### src/rtl/sccb_responder.sv
// SCCB/I2C target for the OV7670 configuration bus: filtered bus sampling, address match,
// register write strobes and register reads served from a persistent sub-address pointer.
module sccb_responder #(
    parameter logic [6:0] DEV_ADDR   = 7'h21,
    parameter int         FILTER_LEN = 2
) (
    input  logic       clk,
    input  logic       reset_n,
    input  logic       sioc,
    input  logic       siod_in,
    output logic       siod_oe,
    output logic       busy,
    output logic       wr_en,
    output logic [7:0] wr_addr,
    output logic [7:0] wr_data,
    output logic [7:0] rd_addr,
    input  logic [7:0] rd_data
);

    typedef enum logic [3:0] {
        ST_IDLE, ST_DEV, ST_DEV_ACK, ST_SUB, ST_SUB_ACK, ST_WR,
        ST_DATA_ACK, ST_RD, ST_RD_ACK, ST_RD_NEXT, ST_IGNORE
    } state_t;

    logic                  sioc_meta_r, siod_meta_r;
    logic [FILTER_LEN-1:0] sioc_hist_r, siod_hist_r;
    logic                  sioc_f_r, sioc_fd_r, siod_f_r, siod_fd_r;
    logic                  rise_s, fall_s, start_s, stop_s;

    state_t      state_r, state_n;
    logic [3:0]  cnt_r, cnt_n;
    logic [7:0]  shift_r, shift_n;
    logic [7:0]  ptr_r, ptr_n;
    logic        rw_r, rw_n;
    logic        oe_r, oe_n;
    logic        busy_r, busy_n;
    logic        wr_en_r, wr_en_n;
    logic [7:0]  wr_addr_r, wr_addr_n;
    logic [7:0]  wr_data_r, wr_data_n;
    logic [7:0]  byte_s;

    // Synchronizer (meta + hist[0]) followed by the equal-sample filter; idle bus level is high
    always_ff @(posedge clk or negedge reset_n) begin
        if (!reset_n) begin
            sioc_meta_r <= 1'b1;
            siod_meta_r <= 1'b1;
            sioc_hist_r <= {FILTER_LEN{1'b1}};
            siod_hist_r <= {FILTER_LEN{1'b1}};
            sioc_f_r    <= 1'b1;
            siod_f_r    <= 1'b1;
            sioc_fd_r   <= 1'b1;
            siod_fd_r   <= 1'b1;
        end else begin
            sioc_meta_r    <= sioc;
            siod_meta_r    <= siod_in;
            sioc_hist_r[0] <= sioc_meta_r;
            siod_hist_r[0] <= siod_meta_r;
            for (int i = 1; i < FILTER_LEN; i++) begin
                sioc_hist_r[i] <= sioc_hist_r[i-1];
                siod_hist_r[i] <= siod_hist_r[i-1];
            end
            if (&sioc_hist_r)       sioc_f_r <= 1'b1;
            else if (~|sioc_hist_r) sioc_f_r <= 1'b0;
            else                    sioc_f_r <= sioc_f_r;
            if (&siod_hist_r)       siod_f_r <= 1'b1;
            else if (~|siod_hist_r) siod_f_r <= 1'b0;
            else                    siod_f_r <= siod_f_r;
            sioc_fd_r <= sioc_f_r;
            siod_fd_r <= siod_f_r;
        end
    end

    // START/STOP require SIOC high in both the current and previous filtered sample
    assign rise_s  = sioc_f_r & ~sioc_fd_r;
    assign fall_s  = ~sioc_f_r & sioc_fd_r;
    assign start_s = sioc_f_r & sioc_fd_r & ~siod_f_r & siod_fd_r;
    assign stop_s  = sioc_f_r & sioc_fd_r & siod_f_r & ~siod_fd_r;
    assign byte_s  = {shift_r[6:0], siod_f_r};

    // State and datapath registers
    always_ff @(posedge clk or negedge reset_n) begin
        if (!reset_n) begin
            state_r   <= ST_IDLE;
            cnt_r     <= 4'd0;
            shift_r   <= 8'h00;
            ptr_r     <= 8'h00;
            rw_r      <= 1'b0;
            oe_r      <= 1'b0;
            busy_r    <= 1'b0;
            wr_en_r   <= 1'b0;
            wr_addr_r <= 8'h00;
            wr_data_r <= 8'h00;
        end else begin
            state_r   <= state_n;
            cnt_r     <= cnt_n;
            shift_r   <= shift_n;
            ptr_r     <= ptr_n;
            rw_r      <= rw_n;
            oe_r      <= oe_n;
            busy_r    <= busy_n;
            wr_en_r   <= wr_en_n;
            wr_addr_r <= wr_addr_n;
            wr_data_r <= wr_data_n;
        end
    end

    // Next-state logic; STOP beats START beats ordinary bit handling
    always_comb begin
        state_n   = state_r;
        cnt_n     = cnt_r;
        shift_n   = shift_r;
        ptr_n     = ptr_r;
        rw_n      = rw_r;
        oe_n      = oe_r;
        busy_n    = busy_r;
        wr_en_n   = 1'b0;
        wr_addr_n = wr_addr_r;
        wr_data_n = wr_data_r;
        if (stop_s) begin
            state_n = ST_IDLE;
            oe_n    = 1'b0;
            busy_n  = 1'b0;
        end else if (start_s) begin
            state_n = ST_DEV;
            cnt_n   = 4'd0;
            oe_n    = 1'b0;
            busy_n  = 1'b1;
        end else begin
            case (state_r)
                ST_DEV, ST_SUB, ST_WR: begin
                    if (rise_s) begin
                        shift_n = byte_s;
                        if (cnt_r == 4'd7) begin
                            cnt_n = 4'd0;
                            case (state_r)
                                ST_DEV: begin
                                    rw_n    = byte_s[0];
                                    state_n = (byte_s[7:1] == DEV_ADDR) ? ST_DEV_ACK : ST_IGNORE;
                                end
                                ST_SUB: begin
                                    ptr_n   = byte_s;
                                    state_n = ST_SUB_ACK;
                                end
                                default: begin
                                    wr_en_n   = 1'b1;
                                    wr_addr_n = ptr_r;
                                    wr_data_n = byte_s;
                                    ptr_n     = ptr_r + 8'd1;
                                    state_n   = ST_DATA_ACK;
                                end
                            endcase
                        end else begin
                            cnt_n = cnt_r + 4'd1;
                        end
                    end else begin
                        cnt_n = cnt_r;
                    end
                end
                // First fall pulls SIOD low, second fall ends the ACK slot
                ST_DEV_ACK, ST_SUB_ACK, ST_DATA_ACK: begin
                    if (fall_s && !oe_r) begin
                        oe_n = 1'b1;
                    end else if (fall_s) begin
                        oe_n = 1'b0;
                        if (state_r == ST_DEV_ACK && rw_r) begin
                            oe_n    = ~rd_data[7];
                            shift_n = {rd_data[6:0], 1'b0};
                            cnt_n   = 4'd1;
                            state_n = ST_RD;
                        end else if (state_r == ST_DEV_ACK) begin
                            state_n = ST_SUB;
                        end else begin
                            state_n = ST_WR;
                        end
                    end else begin
                        oe_n = oe_r;
                    end
                end
                ST_RD: begin
                    if (fall_s && cnt_r == 4'd8) begin
                        oe_n    = 1'b0;
                        cnt_n   = 4'd0;
                        state_n = ST_RD_ACK;
                    end else if (fall_s) begin
                        oe_n    = ~shift_r[7];
                        shift_n = {shift_r[6:0], 1'b0};
                        cnt_n   = cnt_r + 4'd1;
                    end else begin
                        oe_n = oe_r;
                    end
                end
                ST_RD_ACK: begin
                    if (rise_s && !siod_f_r) begin
                        ptr_n   = ptr_r + 8'd1;
                        state_n = ST_RD_NEXT;
                    end else if (rise_s) begin
                        state_n = ST_IGNORE;
                    end else begin
                        state_n = ST_RD_ACK;
                    end
                end
                ST_RD_NEXT: begin
                    if (fall_s) begin
                        oe_n    = ~rd_data[7];
                        shift_n = {rd_data[6:0], 1'b0};
                        cnt_n   = 4'd1;
                        state_n = ST_RD;
                    end else begin
                        state_n = ST_RD_NEXT;
                    end
                end
                ST_IGNORE: begin
                    oe_n = 1'b0;
                end
                ST_IDLE: begin
                    oe_n = 1'b0;
                end
                default: begin
                    state_n = ST_IDLE;
                    oe_n    = 1'b0;
                end
            endcase
        end
    end

    assign siod_oe = oe_r;
    assign busy    = busy_r;
    assign wr_en   = wr_en_r;
    assign wr_addr = wr_addr_r;
    assign wr_data = wr_data_r;
    assign rd_addr = ptr_r;

endmodule
### config.mk
export PLATFORM = sky130hd
export DESIGN_NAME = sccb_responder
export DESIGN_NICKNAME = d
export VERILOG_FILES = /design/src/rtl/sccb_responder.sv
export SDC_FILE = /design/constraint.sdc
export NUM_CORES = 1
export LEC_CHECK = 0
export ABC_AREA = 1
export CAP_MARGIN = 20
export CORE_AREA = 4 4 87 81
export CTS_CLUSTER_DIAMETER = 200
export DETAILED_ROUTE_END_ITERATION = 7
export DIE_AREA = 0 0 91 85
export PLACE_DENSITY = 0.73
export SETUP_SLACK_MARGIN = 0.05
export SLEW_MARGIN = 20
export SYNTH_ARGS = -nofsm -noshare
export SYNTH_HDL_FRONTEND = slang
export SYNTH_SLANG_ARGS = --single-unit
### constraint.sdc
create_clock -name clk -period 1.5 [get_ports clk]
set_input_delay 0.15 -clock clk [delete_from_list [all_inputs] [get_ports clk]]
set_output_delay 0.15 -clock clk [all_outputs]
set_load 0.05 [all_outputs]
==> flow_summary_export.csv, run 1 <==
group,metric,value,unit
clock_tree,cts_root_buf,"clkbuf_8",
sta,relSlewSlack,76.18,%
clock_tree,cts_tree,"yes",
hold_path,holdPathStages,1,
power_and_ir_drop,p_sw_share,40.54,%
sta,tns,-4098,ps
sta,worst_pin_slew,353.6,ps
sta,grt_setup_unrepaired,"true",
power_and_ir_drop,internal_power,0.002797,W
power_and_ir_drop,ir_worst_vdd,0.0007492,V
sta,finalCritPeriodShare,113.2,%
logic_synthesis,synth_cell_types,28,
logic_synthesis,syn_nets,404,
final_layout,nets,516,
logic_synthesis,yosys_register_bits,54,
place,hpwlAfterDp,5975,µm
job,maxCapViolations,0,
detailed_routing,dr.max_layer_used,"met4",
power_and_ir_drop,pwr-share-seq,40.2,%
floorplanning,dieArea,7735,µm²
floorplanning,fp-row-count,27,
detailed_routing,firstDrtPassIters,5,
global_route,grt_pass1_vias,2889,
clock_tree,cts_sinks,54,
detailed_routing,wl_met1,3872,µm
worst_setup_path,worstSetupStartpointType,"flip-flop",
final_layout,diodes,0,
logic_synthesis,synth_warnings,0,
sta,fmaxAchievable,589.1,MHz
place,gp_congestion,0.9245,
global_route,grt_pass1_wl,14260,µm
detailed_routing,remaining_drc_errors,0,
detailed_routing,wl_per_cell,15.88,µm
final_layout,area_delta_synth_final,47.93,%
clock_tree,numCtsBuffers,5,
sta,finalSetupViolCount,41,
clock_tree,clkLatencyLatePin,320,ps
clock_tree,clk_path_buf_depth,2,
detailed_routing,vias,3091,
power_and_ir_drop,p_leak,2.099,nW
detailed_routing,wl_met3,599,µm
sta,setup_ws,-197.6,ps
worst_setup_path,reg2regPathDepth,11,
detailed_routing,drtIter0Drc,256,
outcome,outcome,"complete, but fails checks",
clock_tree,clk_pin_slew,110,ps
sta,clock_skew,11.46,ps
sta,min_period,1698,ps
detailed_routing,vias_per_cell,5.404,
final_layout,num-fill-cells,420,
global_route,grt_util_all_layers,22.88,%
sta,holdWs,230.2,ps
sta,final_hold_viol_count,0,
floorplanning,core_area,6081,µm²
worst_setup_path,arrival,1950,ps
global_route,antenna_found_initial,0,
logic_synthesis,syn_inst,387,
final_layout,layout_common_cells,"nand2_1 (90), buf_4 (88), dfrtp_1 (37), nand3_1 (28), inv_1 (27)",
detailed_routing,wl,9082,µm
worst_setup_path,worstSetupEndpointType,"flip-flop",
floorplanning,start_util,48.72,%
floorplanning,die_h,85,µm
final_layout,final_common_cell,"nand2_1",
outcome,violations,"setup timing",
power_and_ir_drop,power_density,1073,nW/µm²
worst_setup_path,path_class,"reg2reg",
logic_synthesis,ys_seq_area_share,46.03,%
final_layout,postLayoutCoreUtil,72.08,%
power_and_ir_drop,power_frac_clock,18.1,%
place,portBuffers,38,
worst_setup_path,worstPathMaxFanout,5,
sta,slew_viol_final,0,
power_and_ir_drop,comb_power_share,41.7,%
detailed_routing,ant_nets,0,
global_route,grt_overflow,0,
global_route,grt_max_degree,55,
final_layout,drive_gt1_share,43.00,%
floorplanning,die_w,91,µm
logic_synthesis,netlist_area,2963,µm²
power_and_ir_drop,switchingPower,0.001907,W
logic_synthesis,avgSynthCellArea,7.656,µm²
floorplanning,ios,39,
worst_setup_path,required,1750,ps
clock_tree,cts_max_level,2,
detailed_routing,dr_wl_met2,4458,µm
hold_path,min_path_type,"in2reg",
-- synthesized netlist by cell type --
library cell  number  area [µm²]
o21ai_1           14       70.07
nor2_8             1       20.02
inv_1             33       123.9
o21ai_0           34       170.2
nor2_1            38       142.6
nand2_4            2       22.52
xnor2_1            1       8.760
nor2_4             4       45.04
nand3_1           38       190.2
nand3_2            3       30.03
buf_4              2       15.01
dfrtp_1           44        1101
o211ai_2           1       12.51
clkbuf_1           3       11.26
nand4_1            2       12.51
xor2_1             5       43.79
a21o_1             1       7.510
nand2_1          114       427.9
o21bai_1           4       30.03
dfstp_2           10       262.8
nor3_1             3       15.01
ha_1               5       62.56
buf_2              1       5.000
nor2_2             2       12.51
a21oi_1            8       40.04
inv_2              7       26.28
a21oi_4            1       16.27
nand2_2            6       37.54
-- worst paths after layout --
check	startpoint	to	slack, ps
worst max register to register	state_r[3]	rd_addr[5]	-200
max in group asynchronous	reset_n	sioc_fd_r	840
min in group asynchronous	reset_n	wr_en	340
worst min register to register	siod_meta_r	siod_hist_r[0]	360
worst max-delay path	state_r[3]	rd_addr[5]	-200
worst min-delay path	sioc	sioc_meta_r	230
-- power by group through the flow --
stage / Combinational [W] / Sequential, W / Clock (W)
6_report: 0.00196 / 0.00189 / 0.000852
5_1_grt: 0.00212 / 0.00192 / 0.000939
3_3_place_gp: 0.00159 / 0.00189 / 0
2_1_floorplan: 0.000868 / 0.00200 / 0
3_5_place_dp: 0.00161 / 0.00190 / 0
4_1_cts: 0.00184 / 0.00188 / 0.000860
-- area by class of cell --
class                           instances  area [µm²]  share of cell area, %
Clock inverter                          2       13.76                 0.3140
Tap cell                               72       90.09                  2.055
Inverter                               40       161.4                  3.683
Clock buffer                            6       72.57                  1.656
Multi-Input combinational cell        288        1735                  39.59
Timing Repair Buffer                  110       937.1                  21.38
Sequential cell                        54        1373                  31.32
-- critical path, stage by stage (launching register included) --
cell	delay, ps
dfrtp_2	510
inv_4	120
nand2_4	60
nor2_2	150
nor2_4	70
nand2_2	100
nand2_2	90
nor2_4	170
buf_6	130
buf_4	110
nand3_2	60
o21ai_2	50
-- what timing repair did --
item	4_1_cts	5_1_grt
buffers inserted	10	7
gates resized for setup	56	51
cloned	2	1
endpoints found under the hold margin	44	0
endpoints found under the setup margin	41	42
pin swaps	19	24
hold buffers	1	0
-- routing by layer --
layer	GRT usage, %	vias to the layer above
met4	5.616	0
met1	30.40	1474
met5	0	-
met2	38.37	127
li1	-	1469
met3	4.876	21
-- stage by stage --
| step | total power, W | instance area, µm² | cells | worst slack (ps) |
|---|---|---|---|---|
| finish | 0.004704 | 4383 | 572 | -197.6 |
| global route | 0.004978 | 4383 | 572 | -288.2 |
| CTS | 0.004582 | 4209 | 566 | -107.3 |
| detailed placement | 0.003510 | 3832 | 545 | -236.2 |
| global placement | 0.003471 | 3832 | 545 | -172.5 |
| floorplan | 0.002865 | 3002 | 387 | -61.90 |
-- cells by family (layout without fill, tap and decap cells) --
family / Yosys count / count (layout) / share of synthesized area [%]
and+or+nand+nor: 213 / 214 / 32.26
DFF: 54 / 54 / 46.03
buffers and inverters: 46 / 158 / 6.123
AOI/OAI and AO/OA: 63 / 63 / 11.70
adders and majority gates: 5 / 5 / 2.111
xor gates and xnor gates: 6 / 6 / 1.774
-- flip-flops by register name (all words and copies together), names as in the netlist, 2 cells and up --
register and cells:
siod_hist_r 2, cnt_r 4, shift_r 8, wr_data 8, state_r 4, wr_addr 8, sioc_hist_r 2, rd_addr 8
Note: power is estimated with default switching activity, not from simulation.
==> run 2, diff against run 1 <==
Settings changed: HOLD_SLACK_MARGIN set to 0.02.
==> results of run 2 <==
The final DEF is identical to that of run 1; final timing and power are the same.
